===== config.mk =====
export PLATFORM = sky130hd
export DESIGN_NAME = exu_ctl
export DESIGN_NICKNAME = d
export VERILOG_FILES = /design/src/rtl/exu_pkg.sv /design/src/rtl/exu_ctl_wdt.sv /design/src/rtl/exu_ctl.sv
export SDC_FILE = /design/constraint.sdc
export NUM_CORES = 1
export LEC_CHECK = 0
export CAP_MARGIN = 40
export CORE_MARGIN = 2
export CORE_UTILIZATION = 25
export CTS_CLUSTER_SIZE = 25
export DETAILED_ROUTE_END_ITERATION = 6
export GPL_ROUTABILITY_DRIVEN = 0
export HOLD_SLACK_MARGIN = 0.05
export PLACE_DENSITY = 0.53
export SYNTH_ARGS = -nofsm -noshare
export SYNTH_HDL_FRONTEND = slang
export SYNTH_SLANG_ARGS = --single-unit

===== constraint.sdc =====
create_clock -name clk_i -period 4.15 [get_ports clk_i]
set_clock_uncertainty 0.05 [all_clocks]
set_input_delay 0.83 -clock clk_i [delete_from_list [all_inputs] [get_ports clk_i]]
set_output_delay 0.83 -clock clk_i [all_outputs]
set_load 0.05 [all_outputs]

===== src/rtl/exu_pkg.sv =====
// Shared types and constants for the execute-stage controller.
package exu_pkg;

  // Controller state: empty, waiting on the multi-cycle unit, or holding a result
  typedef enum logic [1:0] {
    IDLE    = 2'd0,
    MC_WAIT = 2'd1,
    FULL    = 2'd2
  } exu_ctl_state_t;

  // Default multi-cycle watchdog limit in cycles
  localparam int unsigned EXU_MC_TIMEOUT_DEF = 32'd64;

  // Counter value reached on the last permitted wait cycle (the counter starts at 0)
  function automatic logic [15:0] exu_wdt_last(input int unsigned limit);
    exu_wdt_last = 16'(limit - 32'd1);
  endfunction

endpackage


===== src/rtl/exu_ctl_wdt.sv =====
// Multi-cycle watchdog: counts wait cycles and flags the cycle on which the limit is hit.
// Only instantiated when EXU_CTL_TIMEOUT_EN is defined.
module exu_ctl_wdt
  import exu_pkg::*;
#(
  parameter int unsigned LIMIT = EXU_MC_TIMEOUT_DEF
) (
  input  logic clk_i,
  input  logic rst_n_i,
  input  logic clear_i,
  input  logic enable_i,
  output logic expired_o
);

  localparam logic [15:0] LAST = exu_wdt_last(LIMIT);

  logic [15:0] cnt_q;
  logic [15:0] cnt_d;

  // Next count: restart on a new operation, advance on each idle wait cycle
  always_comb begin
    cnt_d = cnt_q;
    if (clear_i) begin
      cnt_d = 16'd0;
    end else if (enable_i) begin
      cnt_d = cnt_q + 16'd1;
    end else begin
      cnt_d = cnt_q;
    end
  end

  // Count register
  always_ff @(posedge clk_i or negedge rst_n_i) begin
    if (!rst_n_i) begin
      cnt_q <= 16'd0;
    end else begin
      cnt_q <= cnt_d;
    end
  end

  // The k-th wait cycle sees count k-1, so expiry is on the LIMIT-th cycle
  assign expired_o = enable_i && (cnt_q == LAST);

endmodule


===== src/rtl/exu_ctl.sv =====
// Execute-stage controller: sequences single-cycle ALU results and multi-cycle unit
// operations into a registered valid/ready interface toward the memory stage.
// Optional watchdog on multi-cycle operations enabled by macro EXU_CTL_TIMEOUT_EN.
module exu_ctl
  import exu_pkg::*;
#(
  parameter int unsigned XLEN       = 32'd32,
  parameter int unsigned MC_TIMEOUT = EXU_MC_TIMEOUT_DEF
) (
  input  logic            clk_i,
  input  logic            rst_n_i,
  input  logic            id_valid_i,
  output logic            id_ready_o,
  input  logic            id_mc_i,
  input  logic            alu_comp_i,
  input  logic [XLEN-1:0] alu_data_i,
  output logic            mc_start_o,
  output logic            mc_kill_o,
  input  logic            mc_done_i,
  input  logic [XLEN-1:0] mc_data_i,
  input  logic            flush_i,
  output logic            mem_valid_o,
  input  logic            mem_ready_i,
  output logic            alu_comp_o,
  output logic [XLEN-1:0] alu_data_o,
  output logic            busy_o,
  output logic            mc_err_o
);

  exu_ctl_state_t  state_q;
  exu_ctl_state_t  state_d;
  logic            comp_q;
  logic            comp_d;
  logic [XLEN-1:0] data_q;
  logic [XLEN-1:0] data_d;

  logic            accept_s;
  logic            in_wait_s;
  logic            wdt_expired_s;

  assign in_wait_s  = (state_q == MC_WAIT);
  assign id_ready_o = ((state_q == IDLE) || ((state_q == FULL) && mem_ready_i)) && !flush_i;
  assign accept_s   = id_valid_i && id_ready_o;
  // accept already excludes flush, so a flushed cycle never starts the unit
  assign mc_start_o = accept_s && id_mc_i;

`ifdef EXU_CTL_TIMEOUT_EN
  logic wdt_enable_s;

  assign wdt_enable_s = in_wait_s && !mc_done_i && !flush_i;

  exu_ctl_wdt #(
    .LIMIT (MC_TIMEOUT)
  ) u_wdt (
    .clk_i     (clk_i),
    .rst_n_i   (rst_n_i),
    .clear_i   (mc_start_o),
    .enable_i  (wdt_enable_s),
    .expired_o (wdt_expired_s)
  );

  assign mc_err_o = wdt_expired_s;
`else
  logic unused_cfg_s;

  assign unused_cfg_s  = (MC_TIMEOUT != 32'd0);
  assign wdt_expired_s = 1'b0;
  assign mc_err_o      = 1'b0;
`endif

  // Abort the unit on flush or watchdog expiry; depends on state only, so reset never pulses it
  assign mc_kill_o = in_wait_s && (flush_i || wdt_expired_s);

  // Next state and result: flush first, then per-state sequencing
  always_comb begin
    state_d = state_q;
    comp_d  = comp_q;
    data_d  = data_q;
    if (flush_i) begin
      state_d = IDLE;
      comp_d  = 1'b0;
      data_d  = {XLEN{1'b0}};
    end else begin
      case (state_q)
        IDLE, FULL: begin
          if (accept_s) begin
            if (id_mc_i) begin
              state_d = MC_WAIT;
            end else begin
              state_d = FULL;
              comp_d  = alu_comp_i;
              data_d  = alu_data_i;
            end
          end else if ((state_q == FULL) && !mem_ready_i) begin
            state_d = FULL;
          end else begin
            state_d = IDLE;
          end
        end
        MC_WAIT: begin
          if (mc_done_i) begin
            state_d = FULL;
            comp_d  = 1'b0;
            data_d  = mc_data_i;
          end else if (wdt_expired_s) begin
            state_d = FULL;
            comp_d  = 1'b0;
            data_d  = {XLEN{1'b0}};
          end else begin
            state_d = MC_WAIT;
          end
        end
        default: begin
          state_d = IDLE;
          comp_d  = 1'b0;
          data_d  = {XLEN{1'b0}};
        end
      endcase
    end
  end

  // State and result registers
  always_ff @(posedge clk_i or negedge rst_n_i) begin
    if (!rst_n_i) begin
      state_q <= IDLE;
      comp_q  <= 1'b0;
      data_q  <= {XLEN{1'b0}};
    end else begin
      state_q <= state_d;
      comp_q  <= comp_d;
      data_q  <= data_d;
    end
  end

  assign mem_valid_o = (state_q == FULL);
  assign busy_o      = (state_q != IDLE);
  assign alu_comp_o  = comp_q;
  assign alu_data_o  = data_q;

endmodule


* Word level (Yosys, flattened, before mapping)
Cells that the tools add are included.
** Cells by class
- Equal/unequal tests :: 5
- Muxes and demuxes :: 16
- Reduce and logical (&&, ||, !) cells :: 13
** Operators with widths (number)
- $mux W32 :: 4
- $pmux W32 S2 :: 1
- $mux W2 :: 5
- $ne A3 B3 Y1 const B :: 3
- $logic_and A1 B1 Y1 :: 6
- $mux W1 :: 4
- $pmux W2 S2 :: 1
- $reduce_and A3 Y1 :: 1
- $eq A2 B1 Y1 const B :: 1
- $eq A2 B2 Y1 const B :: 1
- $logic_not A1 Y1 :: 2
- $logic_not A2 Y1 :: 1
- $pmux W1 S2 :: 1
- $reduce_bool A2 Y1 :: 1
- $reduce_or A2 Y1 :: 1
- $logic_or A1 B1 Y1 :: 1
** Word-level totals
- Bits in registers :: 35
- Bits of input ports :: 72
- Output and inout port bits :: 39
- Word-level logic and storage cells :: 37

* Logic depth before layout (Yosys ltp)
Gate-level depths: netlist of the first run.
- Depth after elaboration :: 8
- Gate-level depth with buffers :: 6
- Depth with buffers taken out :: 4

* Worst setup path before layout of the first run
OpenSTA, ideal clock, no wires.
- Path kind :: input to output
- Start :: input port flush_i
- End :: output port mc_start_o
- Arrival :: 2.724 ns
- Data required time :: 3.270 ns
- Path slack :: 0.546 ns
- Stages on the path :: 3
- Buffers on the path :: 1
- Cell sequence :: buf_2 -> nor3_1 -> and3_1
** On the way
- Longest elaborated chain between the ends :: 4
** RTL lines
- start, declared :: line exu_ctl.sv:21 : input logic flush_i,
- $logic_not A1 Y1 :: line exu_ctl.sv:42 : assign id_ready_o = ((state_q == IDLE) || ((state_q == FULL) && mem_ready_i)) && !flush_i;
- $logic_and A1 B1 Y1 :: line exu_ctl.sv:42
- named net id_ready_o :: line exu_ctl.sv:13 : output logic id_ready_o,
- $logic_and A1 B1 Y1 :: line exu_ctl.sv:43 : assign accept_s = id_valid_i && id_ready_o;
- $logic_and A1 B1 Y1 :: line exu_ctl.sv:45 : assign mc_start_o = accept_s && id_mc_i;
- end, declared :: line exu_ctl.sv:17 : output logic mc_start_o,
The timed path passes the listed nets, and every way through them passes these cells.

* Worst setup path in the final report of the first run
- Start :: input port mem_ready_i
- End :: output port mc_start_o
** On the way
- Longest elaborated chain between the ends :: 5
** RTL lines
- start, declared :: line exu_ctl.sv:23 : input logic mem_ready_i,
- $logic_and A1 B1 Y1 :: line exu_ctl.sv:42
- $logic_or A1 B1 Y1 :: line exu_ctl.sv:42
- $logic_and A1 B1 Y1 :: line exu_ctl.sv:42
- $logic_and A1 B1 Y1 :: line exu_ctl.sv:43
- $logic_and A1 B1 Y1 :: line exu_ctl.sv:45
Every way passes these cells.

==> results of run 1 <==
sequential cells by signal (all words and copies together), names as in the netlist:
register / flops
alu_data_o: 32
state_q: 2
alu_comp_o: 1
metal layers:
layer	vias to the layer above	share of wire (%)	GRT usage, %	wire, µm
li1	867	-	-	-
met1	813	43	13.8	2360
met2	57	48	18.8	2630
met3	2	7.8	4.31	424
met4	0	0.40	2.86	22
met5	-	0	0	0
through the flow:
stage / utilization (%) / power, µW / instance area [µm²] / cells
after floorplan: - / 710 / 2120 / 201
after global placement: 39.5 / 880 / 3250 / 402
after detailed placement: 39.5 / 883 / 3250 / 402
after CTS: 40.7 / 1160 / 3350 / 410
after global routing: 40.7 / 1200 / 3350 / 410
final: 40.7 / 1140 / 3350 / 410
layout make-up:
cell class              count  area (µm²)
multi-input cells         149        1100
flip-flops and latches     35         876
repair buffers            112        1140
inverters                   1        3.75
well taps                 105         131
fillers                   809        4870
clock buffers               8         100
report_power, final:
| part | total (µW) | internal (µW) | switching (µW) |
|---|---|---|---|
| clock | 271 | 152 | 119 |
| sequential | 407 | 380 | 26.9 |
| combinational | 464 | 215 | 249 |
final timing paths:
kind | endpoint | slack (ns) | from
setup / recovery | mc_start_o | 1.11 | mem_ready_i
min in group asynchronous | alu_data_o[2]$_DFFE_PN0P_ | 0.59 | rst_n_i
hold / removal | alu_data_o[13]$_DFFE_PN0P_ | 0.46 | alu_data_o[13]$_DFFE_PN0P_
setup reg to reg | alu_data_o[27]$_DFFE_PN0P_ | 1.70 | state_q[0]$_DFF_PN0_
max in group asynchronous | alu_data_o[11]$_DFFE_PN0P_ | 2.96 | rst_n_i
hold reg to reg | alu_data_o[13]$_DFFE_PN0P_ | 0.46 | alu_data_o[13]$_DFFE_PN0P_
Yosys cell counts, drive strengths merged:
master	instances	share of area [%]
o21ai	1	0.41
nor3	1	0.24
clkbuf	2	0.35
buf	14	6.9
conb	1	0.18
or2	1	0.29
mux2	32	22
inv	1	0.18
and3	1	0.29
or2b	1	0.35
and2	1	0.29
nor2	35	6.2
nand2	3	1.2
nand2b	2	0.59
dfrtp	35	41
a21oi	34	8.0
mux2i	1	0.47
nor2b	35	11
cells by family (layout without fill, tap and decap cells):
group / count (synthesis) / count (layout) / share of synthesized area (%)
AO/OA/AOI/OAI: 35 / 35 / 8.42
flip-flops: 35 / 35 / 41.2
buffers and inverters: 17 / 121 / 7.48
other: 1 / 1 / 0.177
AND/OR/NAND/NOR: 80 / 80 / 20.1
multiplexers: 33 / 33 / 22.6
worst register-to-register path, delay by kind of cell (launching register included):
| kind | cells | cell delay, ns |
|---|---|---|
| AND/OR/NAND/NOR | 3 | 1.03 |
| multiplexers | 1 | 0.41 |
| flip-flops | 1 | 0.86 |
==> summary.md, run 1 <==
The transition time at the pin with the least slew margin was 0.804 ns. The tools report the number of routed nets with antenna violations as 0. The kind of capture point of the worst setup path is an output port. Setup repair after global routing left no endpoint under its margin.

Global routing finished with a remaining overflow of 0. In the final layout, the share of cells above drive strength 1 is 17.0%. The register bit count reported by yosys came out at 35. After legalization and detailed placement, the total HPWL measured 3840 µm. The slowest stage cell on the critical path is sky130_fd_sc_hd__clkdlybuf4s50_1. In this run the number of cells on the critical path is 5. Top cell family by delay on the critical path: buffers and inverters. The signal on the critical path passes through clkdlybuf4s50_1, nor2b_4, nor3_1, and3_1, buf_12.

The critical setup path kind was in -> out. The gate count after technology mapping is 201, and the post-CTS clock slew at the launch and capture registers of the worst setup and hold paths is 0.07 ns. The worst slack at placement was 1.09 ns; the depth of the worst register-to-register path was 4. The run finished with clean final reports. The share of the Yosys chip area taken by registers is 41.2%. For the worst-skew pair, the clock arrives at the later sink with an insertion delay of 0.28 ns. The worst path uses 73.2% of the clock period.

The area of the core is 8220 µm², and the worst-case hold slack is 0.460 ns. Total power density per cell area: 341 nW/µm². The tools report the total count of max-transition violations in the final report as 0. STA puts the critical path data arrival time at 2.16 ns. The first global-routing pass estimated 8010 µm of wire.

The largest stage delay on the critical path was 0.52 ns; the starting density of the core was 25.9%. For this design the top-level I/O count stands at 111. Max-cap violations in this run came to 0. The number of antenna violations at the first check in global routing was 0. Dividing the detail-routed wire length by the instance count gives 13.3 µm.

The number of clock buffers added by TritonCTS is 5. The sum of buffers and inverters on the critical path was 2. At the worst endpoint, the required time is 3.27 ns. After detailed routing, the number of vias per cell comes to 4.24. The number of hold violations in the final report came out at 0. The run gives 1628 as the via count of the first global-routing pass. After synthesis the cells add up to 2120 µm². The library cells used most frequently in the layout, excluding fill and tap cells, are sky130_fd_sc_hd__clkdlybuf4s50_1 (105), sky130_fd_sc_hd__nor2_1 (35), sky130_fd_sc_hd__dfrtp_1 (35). The worst min-delay path class was reg -> reg. For the final routed database, the setup TNS stands at 0 ns. At the end of the flow, the number of nets in the layout was 376. Gates resized during post-CTS repair numbered 0. The floorplan step defined a die boundary enclosing 9250 µm². Peak supply drop: 119 µV.

After clock tree synthesis, the flow added hold-fix buffers numbering 0. The floorplan has 33 rows. After synthesis, the netlist uses 25 different library cells. The relative slew slack came out at 46.4%. The number of cells on the worst hold path is 1. STA classifies the critical path startpoint as an input pin. The shortest period the worst path allows is 3.04 ns, and the DRC marker count from the first detailed-route iteration is 34. The average instance area after synthesis is 10.6 µm², and the maximum number of pins on one net before global-route repair is 37. Counting every net in the synthesized netlist gives 273. In this run the worst path has a maximum fanout of 2. Final worst setup slack: 1.11 ns. Wires add up to 5440 µm. Yosys printed 0 warnings.

In this run the number of H-tree levels came out at 2. The total leakage power came out at 0.00146 µW. The die span in x was 96.2 µm; the post-detailed-route DRC marker count was 0. Leaving out fill and tap cells, the most frequent cell in the layout is sky130_fd_sc_hd__clkdlybuf4s50_1. The total number of vias was 1739; the layout overhead on the synthesized area was 57.5%. TritonCTS built the clock tree. Counting along the longest clock path gives a buffer depth of 2.

The die is 96.2 µm tall. The global-route usage over all layers was 11.3%; the first-pass iteration count of the detailed router was 3. The buffer type at the clock tree root is sky130_fd_sc_hd__clkbuf_8.

The run gives 35 as the TritonCTS sink count. Setup violations remaining at the end of the flow were counted as 0. The number of setup buffers added after CTS is 0. The quantity of I/O buffers inserted on ports is 109. The tools report the maximum clock rate as 329 MHz. The final antenna diode count came out at 0.
Note: power is estimated with default switching activity, not from simulation.
==> run 2: changes to the inputs <==
Clock period 4.15 ns to 2.8 ns, I/O delays scaled along.
==> summary.md, run 2 (synthesis gave the netlist of run 1 again) <==
Leading cell types in the layout, fill and taps excluded: sky130_fd_sc_hd__clkdlybuf4s50_1 (103), sky130_fd_sc_hd__nor2_1 (35), sky130_fd_sc_hd__dfrtp_1 (35) (was sky130_fd_sc_hd__clkdlybuf4s50_1 (105), sky130_fd_sc_hd__nor2_1 (35), sky130_fd_sc_hd__dfrtp_1 (35)). The total routed wire length on the met1 layer came out at 2440 µm (was 2360 µm). TritonCTS built the clock tree.

The end of the worst register-to-register path is alu_data_o[13]$_DFFE_PN0P_ (was alu_data_o[27]$_DFFE_PN0P_). The worst path uses 84.3% of the clock period. The tools report the share of power burned in registers as 33.8% (was 35.7%). The tools report the DRC marker count from the first detailed-route iteration as 30 (was 34).

The first element of the critical path is flush_i (was mem_ready_i). The total number of vias is 1734 (was 1739), and the number of antenna violations at the first check in global routing is 0 (unchanged). The tools report the peak supply drop as 184 µV (was 119 µV). Highest signal layer in the routed design: met4 (unchanged). The number of flip-flops under the largest register name is 32 (unchanged), and the CTS buffer count is 5 (unchanged). For the total number of placement rows, the log shows 33 (unchanged). The run gives 1180 µW (was 747 µW) as the internal power consumption. The via count of the first global-routing pass was 1691 (was 1628). For the first-pass iteration count of the detailed router, the log shows 3 (unchanged). The buffer type at the clock tree root was sky130_fd_sc_hd__clkbuf_8 (unchanged).

The buffer depth of the longest clock path is 2 (unchanged). The logs give 379 (was 376) for the net count of the finished layout and 0.28 ns (about the same) for the clock network latency to the later pin of the worst-skew pair. The run gives 2510 µm (was 2630 µm) as the detailed-routed wire length on met2. The tools report the post-route setup TNS as 0 ns (unchanged). The most common library cell in the layout ignoring fill and taps was sky130_fd_sc_hd__clkdlybuf4s50_1 (unchanged). The run gives 0 (unchanged) as the number of hold-repair buffers added at the cts stage. The vertical die dimension works out to 96.2 µm (unchanged). The number of routed nets with antenna violations is 0 (unchanged), and the total count of max-transition violations in the final report is 0 (unchanged). The worst path in the final design needs a cycle of 2.36 ns, including I/O delays and setup. Kind of capture point of the worst setup path: an output port (unchanged). The run gives 25.9% (unchanged) as the starting density of the core. The worst-case hold slack was 0.302 ns (was 0.460 ns); the number of buffers inserted to repair setup after CTS was 0 (unchanged). For the aggregate routed wire length, the log shows 5460 µm (was 5440 µm). The run gives 451 µm (was 424 µm) as the detailed-routed wire length on met3.

The tools report the count of H-tree levels built during CTS as 2 (unchanged). The layout overhead on the synthesized area is 60.4% (was 57.5%), and the remaining global-route overflow is 0 (unchanged). The largest fanout of any net on the critical path was 5 (was 2).

The mean routed wirelength per cell is 13.2 µm (was 13.3 µm), and the transition time at the pin with the least slew margin is 0.785 ns (was 0.804 ns). The depth of the worst register-to-register path works out to 6 (was 4). The footprint of the flip-flops and latches is 876 µm² (unchanged).

The logs give 8290 µm (was 8010 µm) for the first-pass GRT wire length and 26.5% (was 23.7%) for the part of the total power dissipated in the clock network. Static timing analysis puts the maximum clock frequency at 424 MHz. The run finished with clean final reports. The post-cts gate resize count came out at 0 (unchanged).

The area of the core is 8220 µm² (unchanged). The total power density per cell area is 520 nW/µm² (was 341 nW/µm²). The worst min-delay path class is in -> async (was reg -> reg). The run gives 0.00150 µW (was 0.00146 µW) as the total leakage power. The global-route usage over all layers was 11.8% (was 11.3%).

The maximum number of pins on one net before global-route repair is 36 (was 37), and the detail-routed via count per cell is 4.20 (was 4.24). The logs give 0 (unchanged) for the number of endpoints failing setup at the final stage and 1100 µm² (unchanged) for the multi-input gate area in the final layout. The critical setup path kind is in -> out (unchanged). The number of hold violations in the final report was 0 (unchanged); the combinational fraction of design power was 39.7% (was 40.6%).

Switching fraction of total power: 33.4% (was 34.6%). The post-detailed-route DRC marker count is 0 (unchanged). The required time at the worst-slack endpoint is 2.19 ns (was 3.27 ns), and the detailed-placement wirelength estimate is 3980 µm (was 3840 µm).

The arrival time of the worst setup path came out at 1.75 ns (was 2.16 ns). The post-CTS clock slew at the launch and capture registers of the worst setup and hold paths was 0.07 ns (about the same). The share of layout cells above drive strength 1 was 19.2% (was 17.0%); the final antenna diode count was 0 (unchanged).

The relative slew slack is 47.6% (was 46.4%), and the die span in x is 96.2 µm (unchanged). For the total die area, the log shows 9250 µm² (unchanged). The number of fill cells in the layout was 817 (was 809); the quantity of I/O buffers inserted on ports was 109 (unchanged).

The tools report the worst flop-to-flop path startpoint as state_q[0]$_DFF_PN0_ (unchanged). The logs give 0.92 ns (was 1.70 ns) for the register-to-register setup slack and 0 (unchanged) for the number of maximum-capacitance violations. Number of primary I/O pins: 111 (unchanged). Net switching power: 592 µW (was 395 µW). Setup repair after global routing left no endpoint under its margin. The run gives 35 (unchanged) as the TritonCTS sink count. The launching element type of the critical path was an input pin (unchanged).
[run 2: layout make-up]
type	count	share of cell area (%)
Multi-Input combinational cell	149	32.2
Clock inverter	2	1.03
Tap cell	105	3.86
Clock buffer	6	2.42
Timing Repair Buffer	115	34.7
Sequential cell	35	25.7
Inverter	1	0.110
[run 2: power by group through the flow]
stage	Sequential [µW]	Clock [µW]	Combinational (µW)
finish	599	469	704
global route	606	511	744
CTS	599	488	714
detailed placement	607	0	712
global placement	606	0	709
floorplan	804	0	249
[run 2: worst max-delay path by stage]
stage | end | slack, ns
after global placement | mc_start_o | 0.44
after floorplan | mc_start_o | 0.21
after global routing | mc_start_o | 0.35
after CTS | mc_start_o | 0.44
final | mc_start_o | 0.44
after detailed placement | alu_data_o[15]$_DFFE_PN0P_ | 0.43
[run 2: critical path, cell delays in order]
cell and delay (ns):
sky130_fd_sc_hd__clkdlybuf4s50_1 0.50, sky130_fd_sc_hd__nor3_2 0.28, sky130_fd_sc_hd__and3_1 0.26, sky130_fd_sc_hd__buf_12 0.15
[run 2: metrics by stage]
step,total power (µW),instance area [µm²],setup WS (ns),util (%),cells
CTS,1800,3410,0.435,41.5,413
finish,1770,3410,0.440,41.5,413
global route,1860,3410,0.353,41.5,413
global placement,1320,3290,0.437,40.0,405
detailed placement,1320,3290,0.426,40.0,405
floorplan,1050,2130,0.214,-,201
[run 2: metal layers]
metal | track usage (%) | vias to the layer above
met5 | 0 | -
met4 | 3.57 | 0
met3 | 3.84 | 6
met2 | 19.2 | 63
met1 | 14.7 | 797
li1 | - | 868
==> run 3: changes to the inputs <==
Settings changed: PLACE_DENSITY 0.53 to 0.55.
Clock period 2.8 ns to 2.15 ns, I/O delays scaled along.
==> summary.md, run 3 (synthesis gave the netlist of run 1 again) <==
Final standard cell area without fillers: 3420 µm² (was 3410 µm²). The logs give 0.28 ns (about the same) for the clock network latency to the later pin of the worst-skew pair and 819 (was 817) for the number of fill cells in the layout. The run gives 0 (unchanged) as the number of hold violations in the final report. The total number of placement rows is 33 (unchanged). The launching element type of the critical path was an input pin (unchanged). Crit-path cells: clkdlybuf4s50_1, buf_6, and2_1, buf_12 (was clkdlybuf4s50_1, nor3_2, and3_1, buf_12).

Share of layout cells above drive strength 1: 19.3% (was 19.2%). The first-pass GRT wire length was 8610 µm (was 8290 µm); the net switching power was 762 µW (was 592 µW). The run gives 2 (unchanged) as the count of H-tree levels built during CTS. The peak supply drop was 237 µV (was 184 µV); the mean routed wirelength per cell was 13.0 µm (was 13.2 µm). The total leakage power was 0.00150 µW (about the same). The largest fanout of any net on the critical path was 16 (was 5). The aggregate routed wire length is 5400 µm (was 5460 µm). The logs give 25 (was 30) for the DRC marker count from the first detailed-route iteration and 382 (was 379) for the net count of the finished layout. The number of antenna violations at the first check in global routing is 0 (unchanged), and the vertical die dimension is 96.2 µm (unchanged).

The number of routed nets with antenna violations was 0 (unchanged). Setup repair after global routing left no endpoint under its margin. The final antenna diode count was 0 (unchanged).

The first-pass iteration count of the detailed router is 4 (was 3), and the largest stage delay on the critical path is 0.62 ns (was 0.50 ns). The internal power consumption was 1400 µW (was 1180 µW). The tools report the maximum number of pins on one net before global-route repair as 36 (unchanged). The tools report the TritonCTS sink count as 35 (unchanged). Detailed-placement wirelength estimate: 4120 µm (was 3980 µm).

Buffer type at the clock tree root: sky130_fd_sc_hd__clkbuf_8 (unchanged). The worst min-delay path class is in -> async (unchanged). The remaining global-route overflow came out at 0 (unchanged). The logs give 408 (was 405) for the cell count after placement and 0 (unchanged) for the number of maximum-capacitance violations.

The quantity of I/O buffers inserted on ports was 109 (unchanged); the switching fraction of total power was 35.3% (was 33.4%). The slowest stage cell on the critical path is sky130_fd_sc_hd__clkdlybuf4s50_1 (unchanged). The share of power burned in registers was 36.1% (was 33.8%). The die span in x came out at 96.2 µm (unchanged). Critical setup path kind: in -> out (unchanged). The post-detailed-route DRC marker count is 0 (unchanged).

For the number of hold-repair buffers added at the cts stage, the log shows 0 (unchanged). The area of the core is 8220 µm² (unchanged). The post-route setup TNS was 0 ns (unchanged). The tools report the global-route usage over all layers as 12.1% (was 11.8%). The buffer depth of the longest clock path was 2 (unchanged); the shortest period the worst path allows was 2.08 ns. For the arrival time of the worst setup path, the log shows 1.60 ns (was 1.75 ns). The layout overhead on the synthesized area is 60.8% (was 60.4%).

The total count of max-transition violations in the final report is 0 (unchanged), and the post-route clock period utilization is 96.8%. The total die area is 9250 µm² (unchanged). The maximum clock rate is 480 MHz.

The via count of the first global-routing pass is 1784 (was 1691). The CTS buffer count was 5 (unchanged); the post-CTS clock slew at the launch and capture registers of the worst setup and hold paths was 0.07 ns (about the same). The total power density per cell area is 633 nW/µm² (was 520 nW/µm²).

The run finished with clean final reports. The number of endpoints failing setup at the final stage was 0 (unchanged); the number of flip-flops under the largest register name was 32 (unchanged). Leading cell types in the layout, fill and taps excluded: sky130_fd_sc_hd__clkdlybuf4s50_1 (103), sky130_fd_sc_hd__nor2_1 (35), sky130_fd_sc_hd__dfrtp_1 (35) (unchanged). The transition time at the pin with the least slew margin is 0.776 ns (was 0.785 ns), and the total number of vias is 1778 (was 1734). The combinational fraction of design power is 42.9% (was 39.7%), and the part of the total power dissipated in the clock network is 21.0% (was 26.5%).

The number of primary I/O pins was 111 (unchanged). The final cell count without fillers was 416 (was 413); the required time at the worst-slack endpoint was 1.67 ns (was 2.19 ns). TritonCTS built the clock tree. The kind of capture point of the worst setup path was an output port (unchanged). Most common library cell in the layout ignoring fill and taps: sky130_fd_sc_hd__clkdlybuf4s50_1 (unchanged).

The logs give 25.9% (unchanged) for the starting density of the core and 48.3% (was 47.6%) for the relative slew slack. For the post-detailed-placement cell area, the log shows 3330 µm² (was 3290 µm²). The detail-routed via count per cell came out at 4.27 (was 4.20).
## run 3: through the flow
step	util, %	power [µW]	setup WS (ns)	hold WS (ns)
detailed placement	40.5	1730	0.0167	0.445
floorplan	-	1370	0.0477	0.0844
global placement	40.5	1720	0.0283	0.442
finish	41.6	2160	0.0688	0.169
CTS	41.5	2210	0.0177	0.199
global route	41.6	2290	0.0249	0.231
## run 3: critical path, delay by kind of cell
family | cells | cell delay, ns
buffers and inverters | 3 | 0.98
AND/OR/NAND/NOR | 1 | 0.19
## run 3: metal layers
metal / vias up / wire length (µm) / track usage (%)
met5: - / 0 / 0
met4: 0 / 34 / 2.86
met3: 4 / 443 / 4.39
met2: 56 / 2660 / 19.8
met1: 840 / 2260 / 15.3
li1: 878 / - / -
## run 3: area by class of cell
type	count	area, µm²	share of cell area (%)
timing repair buffer	118	1220	35.7
multi-input combinational	149	1100	32.3
sequential	35	876	25.6
tap	105	131	3.85
clock buffer	7	76.3	2.23
clock inverter	1	5.00	0.147
inverter	1	3.75	0.110
## run 3: final timing paths
check	depth (start not counted)	from	end	slack, ns
worst max-delay path	4	flush_i	mc_kill_o	0.07
worst min-delay path	1	rst_n_i	alu_data_o[24]$_DFFE_PN0P_	0.17
worst max register to register	5	state_q[0]$_DFF_PN0_	alu_data_o[5]$_DFFE_PN0P_	0.39
worst min register to register	1	alu_data_o[26]$_DFFE_PN0P_	alu_data_o[26]$_DFFE_PN0P_	0.46
max in group asynchronous	1	rst_n_i	alu_data_o[7]$_DFFE_PN0P_	1.38
min in group clk_i	1	alu_data_o[26]$_DFFE_PN0P_	alu_data_o[26]$_DFFE_PN0P_	0.46
## run 3: power by group through the flow
stage	logic [µW]	clock network (µW)	registers, µW
2_1_floorplan	326	0	1050
3_3_place_gp	933	0	792
3_5_place_dp	940	0	792
4_1_cts	941	484	782
5_1_grt	988	509	791
6_report	928	453	781
## run 3: timing repair
action | in CTS | in global routing
resized for setup | 0 | 1
buffers inserted | 0 | 0
setup endpoints to repair | 0 | 1
